**src/rtl/ps2_keyboard.sv**
```systemverilog
// PS/2 keyboard receiver: synchronizes the raw PS/2 lines, decodes
// 11-bit frames (start, 8 data LSB-first, odd parity, stop) and queues
// good scan codes in a small FIFO. The FIFO is read through data_out/ren.
module ps2_keyboard #(
  parameter int unsigned DEPTH   = 8,
  parameter int unsigned TIMEOUT = 50000
) (
  input  logic        clk,
  input  logic        rst,
  input  logic        ps2_clk,
  input  logic        ps2_data,
  input  logic        ren,
  output logic [15:0] data_out
);

  localparam int unsigned AW = $clog2(DEPTH);
  localparam int unsigned TW = $clog2(TIMEOUT + 1);
  localparam logic [TW-1:0] TO_LIM = TW'(TIMEOUT);

  typedef enum logic [1:0] {
    IDLE,
    DATA,
    PARITY,
    STOP
  } state_e;

  // ---------------------------------------------------------------------
  // Input synchronizers and falling-edge detection
  // ---------------------------------------------------------------------
  logic clk_s1_q, clk_s1_d;
  logic clk_s2_q, clk_s2_d;
  logic clk_prev_q, clk_prev_d;
  logic dat_s1_q, dat_s1_d;
  logic dat_s2_q, dat_s2_d;
  logic fall;
  logic bit_in;

  // Next-state of the synchronizer chain
  always_comb begin
    clk_s1_d   = ps2_clk;
    clk_s2_d   = clk_s1_q;
    clk_prev_d = clk_s2_q;
    dat_s1_d   = ps2_data;
    dat_s2_d   = dat_s1_q;
  end

  // Synchronizer flops idle high, matching the PS/2 bus idle level
  always_ff @(posedge clk) begin
    if (rst) begin
      clk_s1_q   <= 1'b1;
      clk_s2_q   <= 1'b1;
      clk_prev_q <= 1'b1;
      dat_s1_q   <= 1'b1;
      dat_s2_q   <= 1'b1;
    end else begin
      clk_s1_q   <= clk_s1_d;
      clk_s2_q   <= clk_s2_d;
      clk_prev_q <= clk_prev_d;
      dat_s1_q   <= dat_s1_d;
      dat_s2_q   <= dat_s2_d;
    end
  end

  assign fall   = clk_prev_q & ~clk_s2_q;
  assign bit_in = dat_s2_q;

  // ---------------------------------------------------------------------
  // Frame receiver
  // ---------------------------------------------------------------------
  state_e          state_q, state_d;
  logic [2:0]      bit_cnt_q, bit_cnt_d;
  logic [7:0]      shift_q, shift_d;
  logic            par_q, par_d;
  logic [TW-1:0]   timer_q, timer_d;
  logic            push_req;

  // Frame decode; a falling edge takes priority over the inactivity timeout
  always_comb begin
    state_d   = state_q;
    bit_cnt_d = bit_cnt_q;
    shift_d   = shift_q;
    par_d     = par_q;
    timer_d   = timer_q;
    push_req  = 1'b0;
    if (fall) begin
      timer_d = '0;
      unique case (state_q)
        IDLE: begin
          if (!bit_in) begin
            state_d   = DATA;
            bit_cnt_d = '0;
            shift_d   = '0;
          end
        end
        DATA: begin
          shift_d   = {bit_in, shift_q[7:1]};
          bit_cnt_d = bit_cnt_q + 3'd1;
          if (bit_cnt_q == 3'd7) state_d = PARITY;
        end
        PARITY: begin
          par_d   = bit_in;
          state_d = STOP;
        end
        STOP: begin
          state_d  = IDLE;
          push_req = bit_in & (^{shift_q, par_q});
        end
        default: state_d = IDLE;
      endcase
    end else if (state_q != IDLE) begin
      if (timer_q == TO_LIM) begin
        state_d = IDLE;
        timer_d = '0;
      end else begin
        timer_d = timer_q + TW'(1);
      end
    end
  end

  // Receiver state registers
  always_ff @(posedge clk) begin
    if (rst) begin
      state_q   <= IDLE;
      bit_cnt_q <= '0;
      shift_q   <= '0;
      par_q     <= 1'b0;
      timer_q   <= '0;
    end else begin
      state_q   <= state_d;
      bit_cnt_q <= bit_cnt_d;
      shift_q   <= shift_d;
      par_q     <= par_d;
      timer_q   <= timer_d;
    end
  end

  // ---------------------------------------------------------------------
  // Scan-code FIFO
  // ---------------------------------------------------------------------
  logic [7:0]    mem_q [DEPTH];
  logic [AW:0]   rptr_q, rptr_d;
  logic [AW:0]   wptr_q, wptr_d;
  logic          ovf_q, ovf_d;
  logic          nonempty;
  logic          full;
  logic          pop;
  logic          push_ok;
  logic          ovf_set;
  logic [7:0]    head;

  // Pop is evaluated before push, so a full FIFO being read accepts the
  // incoming code; a set of overflow wins over the clear-on-read.
  always_comb begin
    nonempty = (rptr_q != wptr_q);
    full     = (rptr_q[AW] != wptr_q[AW]) && (rptr_q[AW-1:0] == wptr_q[AW-1:0]);
    pop      = ren & nonempty;
    push_ok  = push_req & (~full | pop);
    ovf_set  = push_req & full & ~pop;
    rptr_d   = pop     ? rptr_q + (AW+1)'(1) : rptr_q;
    wptr_d   = push_ok ? wptr_q + (AW+1)'(1) : wptr_q;
    if (ovf_set)  ovf_d = 1'b1;
    else if (ren) ovf_d = 1'b0;
    else          ovf_d = ovf_q;
  end

  // FIFO pointers and sticky overflow flag
  always_ff @(posedge clk) begin
    if (rst) begin
      rptr_q <= '0;
      wptr_q <= '0;
      ovf_q  <= 1'b0;
    end else begin
      rptr_q <= rptr_d;
      wptr_q <= wptr_d;
      ovf_q  <= ovf_d;
    end
  end

  // FIFO storage; contents are not cleared by reset
  always_ff @(posedge clk) begin
    if (!rst && push_ok) mem_q[wptr_q[AW-1:0]] <= shift_q;
  end

  // Combinational read view of the FIFO head
  always_comb begin
    head     = nonempty ? mem_q[rptr_q[AW-1:0]] : 8'h00;
    data_out = {6'b000000, ovf_q, nonempty, head};
  end

endmodule

```
**config.mk**
```make
export PLATFORM = sky130hd
export DESIGN_NAME = ps2_keyboard
export DESIGN_NICKNAME = d
export VERILOG_FILES = /design/src/rtl/ps2_keyboard.sv
export SDC_FILE = /design/constraint.sdc
export NUM_CORES = 1
export LEC_CHECK = 0
export ABC_AREA = 1
export BUFFER_PORTS_ARGS = -buffer_cell sky130_fd_sc_hd__buf_4
export CORE_MARGIN = 3
export CORE_UTILIZATION = 61
export CTS_CLUSTER_SIZE = 20
export DETAILED_ROUTE_END_ITERATION = 10
export GPL_TIMING_DRIVEN = 0
export HOLD_SLACK_MARGIN = 0.03
export PLACE_DENSITY = 0.79
export SLEW_MARGIN = 20
export SYNTH_ARGS = -nofsm -noshare
export SYNTH_HDL_FRONTEND = slang
export SYNTH_SLANG_ARGS = --single-unit
```
**constraint.sdc**
```tcl
create_clock -name clk -period 2.6 [get_ports clk]
set_input_delay 0.26 -clock clk [delete_from_list [all_inputs] [get_ports clk]]
set_output_delay 0.26 -clock clk [all_outputs]
set_load 0.005 [all_outputs]
```
==> results.json <==
{
  "clock_latency_ns": 0.37,
  "crit_top_cell": "nand2_1",
  "synthTopCellsByArea": "edfxtp_1, dfxtp_1, nor2_1",
  "ys_seq_area_share_pct": 57.9,
  "fp.dieW_um": 96.0,
  "register_area_um2": 2860,
  "crit_chain": "nand2_1, nand2_1, nand2_1, nand2_1, inv_1, nand2_1, nand3_1, nand2_2, nand4_1, nor2_2",
  "place_ws_ns": -0.310,
  "critPathMaxStageDelay_ns": 0.64,
  "wl_per_cell_um": 14.7,
  "cts_buffers": 9,
  "drc": 0,
  "maxCapViolCount": 0,
  "core_um2": 7810,
  "power_mw": 3.22,
  "port_buffers": 14,
  "cts_root_buf": "clkbuf_8",
  "powerDensity_nw_per_um2": 582,
  "n_fill_cell": 574,
  "holdCritPathClass": "in2reg",
  "setup_viol": 0,
  "status": "finished, final reports clean",
  "period_minus_slack_ns": 2.55,
  "hp-start": "ps2_clk",
  "cp_max_fo": 12,
  "yosysWarningCount": 0,
  "rsz0062_at_grt": "true",
  "start_util_pct": 63.3,
  "fin_nets": 579,
  "antenna_found_initial": 0,
  "ant_nets": 0,
  "grt_pass1_wl_mm": 16.1,
  "synthesis.area_um2": 4940,
  "synth_top_area_share_pct": 38.9,
  "p_leak_nw": 2.11,
  "drive_gt1_share_pct": 15.5,
  "drtPass1Iterations": 5,
  "cp_slowest_cell": "dfxtp_1",
  "r2r-start": "shift_q[2]",
  "skew_ns": 0.00813,
  "grt_max_degree": 20,
  "synth_top_cell_by_area": "edfxtp_1",
  "cts_tree": "done",
  "synth.distinct_cells": 35,
  "drv_slew": 0,
  "num_antenna_cells": 0,
  "crit_buf_inv": 1,
  "synth-seq-cells": 111,
  "final_cell_mix": "nor2_1, nand2_1, edfxtp_1, o21ai_0, dfxtp_1",
  "clockBufferDepth": 2,
  "fmax_ghz": 0.392,
  "grt_pass1_vias": 3419,
  "drtIter0Drc": 259,
  "fin_setup_tns_ns": 0,
  "clock-sinks": 111,
  "ctsHoldBuffers": 0,
  "dieHeight_um": 96.0,
  "startpoint_type": "register",
  "worst-setup-path-type": "reg2reg",
  "holdWs_ns": 0.0716,
  "startpoint": "shift_q[2]",
  "clkSlewWorstSetupHoldPaths_ns": 0.10,
  "vias": 3744,
  "cp_top_family": "simple AND/OR/NAND/NOR gates",
  "drt_wl_total_mm": 9.87,
  "arrival_ns": 2.56,
  "grtUsageTotal_pct": 22.8,
  "gp_congestion": 0.867,
  "ir_drop_mv": 0.376,
  "multi_input_area_um2": 1850,
  "critPathRequiredTime_ns": 2.61,
  "hold_viol": 0,
  "grt-ovfl-total": 0,
  "via_per_inst": 5.58,
  "fin_util_pct": 70.8,
  "ioPinCount": 21,
  "worst_slack_ns": 0.0520,
  "postSynthAreaPerCell_um2": 9.34,
  "tightest_slew_ns": 0.571,
  "slew_headroom_pct": 61.9,
  "htree_levels": 3,
  "dieArea_um2": 9220,
  "final_common_cell": "nor2_1",
  "synthCells": 529,
  "num_rows": 32,
  "syn_to_final_growth_pct": 11.9,
  "end_kind": "register",
  "dp_hpwl_mm": 6.90,
  "fin_crit_sh_pct": 98.0
}
-- registers in the layout, indices dropped and copies added (netlist names), named ones only --
signal	flops
ovf_q	1
bit_in	1
clk_prev_d	1
timer_q	16
mem_q	64
dat_s1_q	1
bit_cnt_q	3
clk_prev_q	1
rptr_q	4
state_q	2
clk_s1_q	1
wptr_q	4
shift_q	8
par_q	1
-- synthesized netlist by cell type, drive strengths merged --
master   n
nor2    87
nand2   86
edfxtp  64
o21ai   49
dfxtp   47
inv     44
a21oi   30
nand3   21
buf     14
nor3    14
clkbuf  11
ha      10
a211oi   9
a31oi    8
nand4    8
o22ai    8
or2      6
xnor2    5
xor2     5
a22oi    1
conb     1
or3      1
-- power breakdown --
| part | total (mW) | switching [mW] | internal, mW |
|---|---|---|---|
| Clock | 1.04 | 0.587 | 0.456 |
| Sequential | 1.88 | 0.0223 | 1.85 |
| Combinational | 0.301 | 0.188 | 0.113 |
-- cells by family (layout without fill, tap and decap cells) --
group | count (synthesis) | in the layout | synth area share (%)
flops | 111 | 111 | 57.9
buf+inv | 69 | 104 | 6.15
simple gates | 223 | 223 | 19.9
xor+xnor | 10 | 10 | 1.77
other cells | 1 | 6 | 0.0759
compound gates | 105 | 105 | 11.6
fa+ha+maj | 10 | 10 | 2.53
-- layer usage --
layer	global-route usage, %	up-vias	routed length [um]
met4	8.29	0	170
met2	38.4	138	4970
met3	3.28	15	551
met1	30.0	1732	4180
li1	-	1859	-
met5	0	-	0
-- path summary, 6_finish.rpt --
path | endpoint | slack [ns] | cells past startpoint
worst max-delay path | mem_q[4][5] | 0.05 | 10
worst min-delay path | clk_s1_q | 0.07 | 2
worst max register to register | mem_q[4][5] | 0.05 | 10
worst min register to register | clk_prev_d | 0.42 | 1
-- what timing repair did --
action,CTS,global route
pin swaps,0,3
setup buffers,0,5
gates resized for setup,4,9
setup endpoints to repair,24,65
-- per-stage QoR --
step | instances | area [um^2]
finish | 671 | 5530
global placement | 650 | 5190
global route | 671 | 5530
CTS | 666 | 5430
floorplan | 534 | 4960
detailed placement | 650 | 5200
-- layout make-up --
class                           count  area share, %
Sequential cell                   111           51.8
Timing Repair Buffer               19           3.26
Inverter                           44           2.99
Buffer                             25           2.53
Multi-Input combinational cell    354           33.5
Clock inverter                      7           1.40
Clock buffer                        9           2.24
Tap cell                          102           2.31
(Power assumes the default switching activity.)
